$ cat config.mk
export PLATFORM = sky130hd
export DESIGN_NAME = sw_req_gen
export DESIGN_NICKNAME = d
export VERILOG_FILES = /design/src/rtl/osc_pkg.sv /design/src/rtl/btn_debounce.sv /design/src/rtl/sw_req_gen.sv
export SDC_FILE = /design/constraint.sdc
export NUM_CORES = 1
export LEC_CHECK = 0
export CAP_MARGIN = 40
export CORE_AREA = 2 2 80 90
export DETAILED_ROUTE_END_ITERATION = 7
export DIE_AREA = 0 0 82 92
export DONT_BUFFER_PORTS = 1
export PLACE_DENSITY = 0.55
export SLEW_MARGIN = 10
export SYNTH_ARGS = -nofsm -noshare
export SYNTH_HDL_FRONTEND = slang
export SYNTH_SLANG_ARGS = --single-unit
$ cat constraint.sdc
create_clock -name clk -period 2.6 [get_ports clk]
set_clock_uncertainty 0.2 [all_clocks]
set_input_delay 0.52 -clock clk [delete_from_list [all_inputs] [get_ports clk]]
set_output_delay 0.52 -clock clk [all_outputs]
set_load 0.02 [all_outputs]
$ cat src/rtl/osc_pkg.sv
// osc_pkg: debounce state encoding and default timing constants shared by the oscillator request path
package osc_pkg;
  localparam logic [1:0] REL       = 2'd0;
  localparam logic [1:0] PRESS_CHK = 2'd1;
  localparam logic [1:0] HELD      = 2'd2;
  localparam logic [1:0] REL_CHK   = 2'd3;
  localparam int DEF_DEB_CYCLES  = 4;
  localparam int DEF_PULSE_LEN   = 1;
  localparam int DEF_AUTO_PERIOD = 8;
endpackage

$ cat src/rtl/btn_debounce.sv
// btn_debounce: two-flop synchronizer plus press/release debounce FSM
module btn_debounce
  import osc_pkg::*;
#(
  parameter int DEB_CYCLES = DEF_DEB_CYCLES
) (
  input  logic clk,
  input  logic rst,
  input  logic btn_raw,
  output logic press_evt,
  output logic btn_state
);
  localparam logic [7:0] DEB = 8'(DEB_CYCLES);
  logic       s1;
  logic       btn_s;
  logic [1:0] st;
  logic [7:0] cnt;
  // press_evt is combinational so the request lands on the same edge that enters HELD
  always_comb begin
    press_evt = (st == PRESS_CHK) && btn_s && (cnt == DEB);
    btn_state = (st == HELD) || (st == REL_CHK);
  end
  always_ff @(posedge clk or posedge rst) begin
    if (rst) begin
      s1    <= 1'b0;
      btn_s <= 1'b0;
      st    <= REL;
      cnt   <= 8'd0;
    end else begin
      s1    <= btn_raw;
      btn_s <= s1;
      case (st)
        REL:       if (btn_s) begin st <= PRESS_CHK; cnt <= 8'd1; end
        PRESS_CHK: if (!btn_s) begin st <= REL; cnt <= 8'd0; end
                   else if (cnt == DEB) st <= HELD;
                   else cnt <= cnt + 8'd1;
        HELD:      if (!btn_s) begin st <= REL_CHK; cnt <= 8'd1; end
        REL_CHK:   if (btn_s) st <= HELD;
                   else if (cnt == DEB) begin st <= REL; cnt <= 8'd0; end
                   else cnt <= cnt + 8'd1;
        default:   st <= REL;
      endcase
    end
  end
endmodule

$ cat src/rtl/sw_req_gen.sv
// sw_req_gen: merges debounced button presses and auto-timer ticks into registered sw_a request pulses
module sw_req_gen
  import osc_pkg::*;
#(
  parameter int DEB_CYCLES  = DEF_DEB_CYCLES,
  parameter int PULSE_LEN   = DEF_PULSE_LEN,
  parameter int AUTO_PERIOD = DEF_AUTO_PERIOD,
  parameter int CNT_W       = 8
) (
  input  logic             clk,
  input  logic             rst,
  input  logic             btn_raw,
  input  logic             auto_en,
  output logic             sw_a,
  output logic             btn_state,
  output logic             busy,
  output logic [CNT_W-1:0] sw_count
);
  localparam logic [15:0] AP_LAST = 16'(AUTO_PERIOD - 1);
  localparam logic [7:0]  PL      = 8'(PULSE_LEN);
  logic        press_evt;
  logic        auto_evt;
  logic        req;
  logic [15:0] acnt;
  logic [7:0]  pcnt;
  btn_debounce #(.DEB_CYCLES(DEB_CYCLES)) u_deb (
    .clk(clk),
    .rst(rst),
    .btn_raw(btn_raw),
    .press_evt(press_evt),
    .btn_state(btn_state)
  );
  always_comb begin
    auto_evt = auto_en && (acnt == AP_LAST);
    req      = press_evt | auto_evt;
    busy     = sw_a;
  end
  always_ff @(posedge clk or posedge rst) begin
    if (rst) acnt <= 16'd0;
    else acnt <= !auto_en ? 16'd0 : auto_evt ? 16'd0 : acnt + 16'd1;
  end
  // a request during an active pulse reloads pcnt, stretching sw_a
  always_ff @(posedge clk or posedge rst) begin
    if (rst) begin
      sw_a     <= 1'b0;
      pcnt     <= 8'd0;
      sw_count <= '0;
    end else if (req) begin
      sw_a     <= 1'b1;
      pcnt     <= PL;
      sw_count <= sw_count + 1'b1;
    end else if (pcnt != 8'd0) begin
      sw_a <= (pcnt != 8'd1);
      pcnt <= pcnt - 8'd1;
    end
  end
endmodule

==> results.yml, run 1 <==
status:
  status: "finished clean"
critical_path:
  cp_data_arrival_time_ps: 2160
  ff2ff_path_depth: 6
  path_cells: "inv_1, ha_1, and4bb_1, nand4b_2, nand2_2, or4_1"
  start_kind: "flip-flop"
  endpoint_kind: "flip-flop"
  critPathSlowestCell: "or4_1"
  critPathMaxStageDelay_ps: 490
  crit_required_ps: 2580
  r2r-end: "busy"
  reg2reg_slack_ps: 420
  crit_fanout: 10
  critPathKind: "flip-flop to flip-flop"
  reg2reg_from: "u_deb.cnt[0]"
clock_tree:
  postCtsSetupBuffers: 0
  clk_pin_slew_ps: 90
  cts_resized: 0
  cts_root_buf: "clkbuf_8"
  clk_latency_ps: 300
  cts_sinks: 45
  h-tree-depth: 2
  cts_buffers: 5
  clockBufferDepth: 2
  hold_buffers: 1
  tritoncts: "done"
synth:
  ys_types: 47
  synthTopCellsByArea: "dfrtp_1 47%, nor2_1 4.8%, xnor2_1 4.7%, xor2_1 4.4%, ha_1 3.6%"
  synth_cells: 247
  synth_top_area_share_pct: 46.70
  syn_area_um2: 2411
  synth_edf_count: 0
  yosys_warnings: 0
  synth_nets: 258
  syn_avg_cell_area_um2: 9.761
  synth_seq_area_share_pct: 46.70
  synth_ff_type: "dfrtp_1"
  yosysTopAreaCell: "dfrtp_1"
  synthArstFlopShare_pct: 100.0
  ys_ff_latch: 45
pwr:
  clock_power_share_pct: 26.5
  power.density_nw_per_um2: 761.6
  finalPower_mw: 2.009
  combPwrFrac_pct: 24.0
  intPower_mw: 1.325
  p_sw_mw: 0.6838
  ir_drop_uv: 272.8
  seqPwrFrac_pct: 49.5
  p_leak_nw: 1.047
  sw_frac_of_total_pct: 34.04
place:
  hpwlAfterDp_um: 3252
  place_area_um2: 2512
  placedCellCount: 330
  port_buffers: 0
  place_ws_ps: 419.7
  place.gp.congestion: 0.7814
final_layout:
  final_area_um2: 2638
  fillCellCount: 669
  final_cells: 339
  fin_nets: 264
  layout_commonest_cell: "dfrtp_1"
  drive_gt1_share_pct: 10.63
  n_antenna_cell: 0
  final_cell_mix: "45 x dfrtp_1, 31 x nor2_1, 17 x nand2_1"
  area_delta_synth_final_pct: 9.393
timing:
  slew_headroom_pct: 64.28
  finalHoldViolCount: 0
  rsz0062_at_grt: "false"
  setup_viol: 0
  slew_violations: 0
  setup_tns_ps: 0
  finalCritPeriodShare_pct: 83.80
  worst_slew_pin_slew_ps: 530.9
  fmax_mhz: 459.0
  min_period_ps: 2179
  fin_ws_ps: 421.3
die:
  core_area_um2: 6726
  die_height_um: 92
  start_util_pct: 35.84
  die_x_um: 82
  fp-row-count: 32
  die_area_um2: 7544
  pin_count: 15
route:
  vias: 1775
  ant_nets: 0
  finalWirelength_um: 4516
  drc: 0
  firstDrtPassIters: 4
  viasPerCell: 5.236
  drtIter0Drc: 68
  detail_route.wl_per_cell_um: 13.32
global_routing:
  grt_pass1_wl_um: 8004
  grt.overflow.total: 0
  grt_util_all_layers_pct: 13.56
  grt_pass1_vias: 1742
  top_usage_layer: "met2"
  antenna_found_initial: 0
  grt_max_degree: 27
  grt_use_met1_pct: 17.26
  met3_usage_pct: 3.642
  grt.met2_usage_pct: 21.41
hold_path:
  min_to: "u_deb.s1"
  min_from: "btn_raw"
  hold_path_depth: 0
  hold_path.class: "primary input to flip-flop"
flow_run:
  maxCapViolations: 0
==> worst max-delay path: cells and delay by family, from the launching register on <==
kind                       cells  cell delay (ps)
DFF                            1              470
buffers and inverters          1               90
adders and majority gates      1              190
and+or+nand+nor                4             1110
==> how the worst max path moves through the flow <==
stage,startpoint,end,slack (ps),cells past startpoint
after detailed placement,u_deb.cnt[0],busy,420,6
after floorplan,u_deb.cnt[0],busy,600,6
after global routing,u_deb.cnt[0],busy,260,6
final,u_deb.cnt[0],busy,420,6
after CTS,u_deb.cnt[0],busy,420,6
after global placement,u_deb.cnt[0],busy,460,6
==> state kept, by name, indices dropped and copies added (netlist names), named ones only <==
signal and count:
u_deb.btn_s 1, acnt 16, u_deb.cnt 8, pcnt 8
u_deb.st 1, sw_count 8, u_deb.s1 1, busy 1
==> per-layer routing <==
metal	vias up	share of wire (%)
li1	885	-
met1	855	45
met2	31	49
met3	4	4.0
met4	0	1.6
met5	-	0
==> through the flow <==
step | hold slack, ps | utilization, %
2_1_floorplan | 131.2 | -
3_3_place_gp | 137.7 | 37.35
3_5_place_dp | 144.9 | 37.35
4_1_cts | 29.99 | 39.21
5_1_grt | 24.02 | 39.21
6_report | 42.48 | 39.21
==> final cells by class <==
class	count	area, um^2	area share [%]
inverter	11	41.29	1.565
clock inverter	3	46.29	1.755
clock buffer	5	68.82	2.609
multi-input combinational	185	1209	45.83
tap	85	106.4	4.032
timing repair buffer	5	40.04	1.518
sequential	45	1126	42.69
==> cells in the mapped netlist (2+ instances only) <==
library cell,number
a211oi_1,3
inv_1,11
xnor2_1,13
or3_1,8
or4_1,2
dfrtp_1,45
ha_1,7
mux2_2,3
nand3_1,9
nor3_1,7
o21ai_0,7
mux2i_1,3
xor2_1,12
o211ai_1,2
nand4_2,2
nand3b_1,4
nand4_1,8
nand2b_1,2
nor2b_1,3
nand2_1,17
and2_1,3
nor2_1,31
clkbuf_1,3
nor4_1,6
a21oi_1,14
==> power by group through the flow <==
stage          sequential (mW)  clock [mW]  combinational, mW
6_report                 0.994       0.533              0.482
5_1_grt                   1.02       0.585              0.559
4_1_cts                  0.993       0.556              0.490
3_5_place_dp              1.01           0              0.485
3_3_place_gp              1.01           0              0.479
2_1_floorplan            0.961           0              0.407
==> cell families (layout without fill, tap and decap cells) <==
kind of cell,Yosys count,after routing,share of synthesized area [%]
buffers and inverters,17,24,3.165
xor gates and xnor gates,25,25,9.081
AOI/OAI and AO/OA,33,33,8.355
DFF,45,45,46.70
and+or+nand+nor,114,114,26.41
muxes,6,6,2.647
adders and majority gates,7,7,3.632
No activity file was read; power rests on OpenSTA's default activity.
==> run 2: changes to the inputs <==
--- a/config.mk
+++ b/config.mk
@@ -10,7 +10,7 @@
 export DETAILED_ROUTE_END_ITERATION = 7
 export DIE_AREA = 0 0 82 92
 export DONT_BUFFER_PORTS = 1
-export PLACE_DENSITY = 0.55
+export PLACE_DENSITY = 0.57
 export SLEW_MARGIN = 10
 export SYNTH_ARGS = -nofsm -noshare
 export SYNTH_HDL_FRONTEND = slang
==> constraint.sdc (replaced) <==
create_clock -name clk -period 1.92 [get_ports clk]
set_clock_uncertainty 0.2 [all_clocks]
set_input_delay 0.384 -clock clk [delete_from_list [all_inputs] [get_ports clk]]
set_output_delay 0.384 -clock clk [all_outputs]
set_load 0.02 [all_outputs]
==> run 2 against run 1 <==
  * Maximum frequency up 16%
  * Non-clock buffer count up 36
  * Sequential power up 32%
  * Worst setup slack worse by 370 ps
  * Critical path depth unchanged
  * Die area unchanged
  * Count of clock-buffer cells in the layout up 2
  * Critical path type unchanged
  * Largest power group unchanged
  * Highest routed layer unchanged
==> results.yml, run 2 (synthesized netlist as in run 1, its figures left out) <==
timing:
  slew_headroom_pct: 70.39
  min_period_ps: 1871
  finalHoldViolCount: 0
  finalCritPeriodShare_pct: 97.46
  whs_ps: 63.64
  fmax_mhz: 534.4
  setup_viol: 0
  rsz0062_at_grt: "true"
  slew_violations: 0
  worst_slew_pin_slew_ps: 443.5
route:
  drtIter0Drc: 57
  vias: 1927
  ant_nets: 0
  drc: 0
  detail_route.wl_per_cell_um: 13.78
  viasPerCell: 5.139
  firstDrtPassIters: 4
  finalWirelength_um: 5167
global_routing:
  grt_util_all_layers_pct: 14.91
  grt_pass1_wl_um: 8769
  grt_pass1_vias: 1834
  grt.met2_usage_pct: 22.22
  antenna_found_initial: 0
  grt_use_met1_pct: 20.81
  grt_max_degree: 20
  met3_usage_pct: 3.543
  grt.overflow.total: 0
  top_usage_layer: "met2"
pwr:
  power.density_nw_per_um2: 959.8
  ir_drop_uv: 591.7
  p_leak_nw: 1.254
  finalPower_mw: 2.868
clock_tree:
  cts_buffers: 5
  tritoncts: "done"
  clockBufferDepth: 2
  cts_root_buf: "clkbuf_8"
  clk_pin_slew_ps: 90
  h-tree-depth: 2
  cts_sinks: 45
  clk_latency_ps: 300
critical_path:
  critPathBufInv: 1
  cp_data_arrival_time_ps: 1850
  cpLargestDelayFamily: "simple AND/OR/NAND/NOR gates"
  start_kind: "flip-flop"
  critPathKind: "flip-flop to flip-flop"
  critPathSlowestCell: "dfrtp_1"
  path_cells: "ha_1, and4bb_2, nand4_4, buf_6, nand2_4, or4_1"
  crit_required_ps: 1900
  endpoint_kind: "flip-flop"
  critPathMaxStageDelay_ps: 410
  crit_fanout: 5
final_layout:
  final_area_um2: 2988
  final_cell_mix: "44 x dfrtp_1, 36 x buf_4, 31 x nor2_1"
  regMostFlops: "acnt"
  fin_nets: 300
  drive_gt1_share_pct: 25.86
  fillCellCount: 665
  layout_commonest_cell: "dfrtp_1"
  n_antenna_cell: 0
  area_delta_synth_final_pct: 23.92
  largest_reg_flops: 16
  final_cells: 375
place:
  port_buffers: 0
  hpwlAfterDp_um: 3698
  placedCellCount: 360
  place.gp.congestion: 0.8335
  place_area_um2: 2764
die:
  fp-row-count: 32
  die_height_um: 92
  die_area_um2: 7544
  core_area_um2: 6726
  start_util_pct: 35.84
  die_x_um: 82
  pin_count: 15
flow_run:
  maxCapViolations: 0
hold_path:
  hold_path.class: "primary input to flip-flop"
status:
  status: "finished clean"
[run 2: cell count changes in the layout (fill, tap and decap cells not counted), sizes merged]
cell | before | now
clkbuf | 5 | 7
dlygate4sd3 | 1 | 2
buf | 4 | 39
bufinv | 1 | 0
clkinvlp | 1 | 0
[run 2: metal layers]
metal / share of wire, % / vias to the layer above
li1: - / 951
met1: 48 / 946
met2: 47 / 22
met3: 3.2 / 8
met4: 2.2 / 0
met5: 0 / -
[run 2: final timing paths]
path,slack [ps],cells past startpoint,end,start
worst min register to register,150,0,u_deb.btn_s,u_deb.s1
worst max-delay path,50,6,busy,acnt[0]
min in group asynchronous,350,2,u_deb.cnt[2],rst
max in group asynchronous,610,3,sw_count[3],rst
worst max register to register,50,6,busy,acnt[0]
worst min-delay path,60,1,acnt[1],auto_en
[run 2: timing repair]
action	4_1_cts	5_1_grt
hold buffers	2	0
hold endpoints to repair	18	0
endpoints found under the setup margin	0	20
buffers inserted	0	4
gates resized for setup	0	17
[run 2: worst register-to-register path: cells and delay by family, from the launching register on]
family | cells | cell delay, ps
and+or+nand+nor | 4 | 790
DFF | 1 | 410
adders and majority gates | 1 | 220
buffers and inverters | 1 | 130
[run 2: power by group]
| part | switching (mW) | internal, mW | total (mW) |
|---|---|---|---|
| Combinational | 0.456 | 0.455 | 0.911 |
| Sequential | 0.213 | 1.10 | 1.31 |
| Clock | 0.317 | 0.326 | 0.643 |
[run 2: metrics by stage]
stage          utilization (%)  TNS (ps)  setup slack [ps]
2_1_floorplan                -         0             31.53
3_3_place_gp             41.09         0             52.95
3_5_place_dp             41.09         0             27.54
4_1_cts                  42.89         0             14.57
5_1_grt                  44.42    -19.84            -14.06
6_report                 44.42         0             48.72
[run 2: final cells by class]
| type | instances | area (um^2) | area share [%] |
|---|---|---|---|
| flip-flops and latches | 45 | 1127 | 37.73 |
| clock inverters | 1 | 5.005 | 0.1675 |
| repair buffers | 41 | 326.6 | 10.93 |
| well taps | 85 | 106.4 | 3.559 |
| clock buffers | 7 | 96.34 | 3.224 |
| multi-input cells | 185 | 1285 | 43.01 |
| inverters | 11 | 41.29 | 1.382 |
==> run 3: changes to the inputs <==
--- a/config.mk
+++ b/config.mk
@@ -10,7 +10,9 @@
 export DETAILED_ROUTE_END_ITERATION = 7
 export DIE_AREA = 0 0 82 92
 export DONT_BUFFER_PORTS = 1
+export HOLD_SLACK_MARGIN = 0.15
 export PLACE_DENSITY = 0.57
+export RECOVER_POWER = 50
 export SLEW_MARGIN = 10
 export SYNTH_ARGS = -nofsm -noshare
 export SYNTH_HDL_FRONTEND = slang
==> run 3 against run 2 <==
  * Sequential power hardly changed
  * Critical endpoint unchanged
  * Worst hold slack better by 90 ps
  * Worst setup slack did not move
  * Sequential share of layout area down 0.094 points
  * Routed wire length is 0.15% higher
  * First-iteration DRC count is 3.5% lower
  * Non-clock buffer count is 1 higher
  * Die area unchanged
  * Utilization rose by 0.11 points
  * Maximum frequency is the same
  * Count of clock-buffer cells in the layout unchanged
==> results.yml, run 3 (synthesized netlist as in run 1, its figures left out) <==
timing:
  fmax_mhz: 534.4
  slew_violations: 0
  finalHoldViolCount: 0
  worst_slew_pin_slew_ps: 800.9
  min_period_ps: 1871
  setup_viol: 0
  rsz0062_at_grt: "true"
  whs_ps: 153.5
  slew_headroom_pct: 46.54
  finalCritPeriodShare_pct: 97.46
die:
  die_area_um2: 7544
  start_util_pct: 35.84
  fp-row-count: 32
  pin_count: 15
  core_area_um2: 6726
  die_x_um: 82
  die_height_um: 92
place:
  place_area_um2: 2764
  place.gp.congestion: 0.8335
  placedCellCount: 360
  hpwlAfterDp_um: 3698
  port_buffers: 0
global_routing:
  met3_usage_pct: 3.543
  antenna_found_initial: 0
  grt.met2_usage_pct: 22.22
  grt.overflow.total: 0
  top_usage_layer: "met2"
  grt_util_all_layers_pct: 14.93
  grt_max_degree: 20
  grt_pass1_wl_um: 8783
  grt_use_met1_pct: 20.87
  grt_pass1_vias: 1839
final_layout:
  regMostFlops: "acnt"
  final_cell_mix: "44 x dfrtp_1, 34 x buf_4, 31 x nor2_1"
  layout_commonest_cell: "dfrtp_1"
  final_core_util_pct: 44.53
  fin_nets: 301
  final_cells: 376
  final_area_um2: 2995
  drive_gt1_share_pct: 25.43
  largest_reg_flops: 16
  area_delta_synth_final_pct: 24.23
  n_antenna_cell: 0
route:
  detail_route.wl_per_cell_um: 13.76
  vias: 1931
  drc: 0
  ant_nets: 0
  finalWirelength_um: 5175
  firstDrtPassIters: 4
  drtIter0Drc: 55
  viasPerCell: 5.136
clock_tree:
  clk_pin_slew_ps: 90
  clockBufferDepth: 2
  cts_sinks: 45
  h-tree-depth: 2
  cts_buffers: 5
  cts_root_buf: "clkbuf_8"
  tritoncts: "done"
  clk_latency_ps: 300
pwr:
  power.density_nw_per_um2: 957.6
  combPwrFrac_pct: 31.8
  intPower_mw: 1.883
  finalPower_mw: 2.868
  sw_frac_of_total_pct: 34.37
  p_sw_mw: 0.9857
  seqPwrFrac_pct: 45.8
  p_leak_nw: 1.258
  ir_drop_uv: 591.7
  clock_power_share_pct: 22.4
critical_path:
  critPathKind: "flip-flop to flip-flop"
  crit_required_ps: 1900
  endpoint_kind: "flip-flop"
  cp_data_arrival_time_ps: 1850
  start_kind: "flip-flop"
  crit_fanout: 5
status:
  status: "finished clean"
hold_path:
  hold_path.class: "flip-flop to flip-flop"
flow_run:
  maxCapViolations: 0
## run 3: changes by cell type in the layout (fill, tap and decap cells not counted), sizes merged
| cell | before | now |
|---|---|---|
| buf | 39 | 37 |
| clkbuf | 7 | 9 |
| dlygate4sd3 | 2 | 3 |
## run 3: power by group through the flow
stage,Clock [mW],Sequential (mW),Combinational [mW]
final,0.643,1.31,0.911
after global placement,0,1.31,0.837
after floorplan,0,1.30,0.557
after global routing,0.719,1.34,1.02
after CTS,0.675,1.30,0.859
after detailed placement,0,1.31,0.850
## run 3: per-layer routing
| layer | part of all wire (%) | vias up |
|---|---|---|
| li1 | - | 954 |
| met4 | 2.2 | 0 |
| met1 | 48 | 947 |
| met2 | 47 | 22 |
| met5 | 0 | - |
| met3 | 3.1 | 8 |
## run 3: final timing paths
path | startpoint | end | slack, ps | depth (start not counted)
max | acnt[0] | busy | 50 | 6
min | u_deb.s1 | u_deb.btn_s | 150 | 0
max reg2reg | acnt[0] | busy | 50 | 6
min reg2reg | u_deb.s1 | u_deb.btn_s | 150 | 0
max in group asynchronous | rst | sw_count[7] | 240 | 3
min in group asynchronous | rst | u_deb.cnt[2] | 480 | 2
## run 3: worst max-delay path, cell delays in order, from the launching register on
cell and delay, ps:
dfrtp_1 410, ha_1 220, and4bb_2 250, nand4_4 100, buf_6 130, nand2_4 50, or4_1 390
## run 3: per-stage QoR
step           TNS (ps)  worst slack, ps
2_1_floorplan         0            31.53
3_3_place_gp          0            52.95
3_5_place_dp          0            27.54
4_1_cts               0            14.57
5_1_grt          -19.84           -14.06
6_report              0            48.72
## run 3: what timing repair did
| action | CTS | global route |
|---|---|---|
| hold buffers | 3 | 0 |
| endpoints found under the hold margin | 19 | 0 |
| endpoints found under the setup margin | 0 | 20 |
| setup buffers | 0 | 4 |
| resized for setup | 0 | 17 |
## run 3: cell type report
class / count / area [um^2]
tap: 85 / 106.4
timing repair buffer: 42 / 334.1
multi-input combinational: 185 / 1285
inverter: 11 / 41.29
clock inverter: 1 / 5.005
fill: 665 / 3731
clock buffer: 7 / 96.34
sequential: 45 / 1127
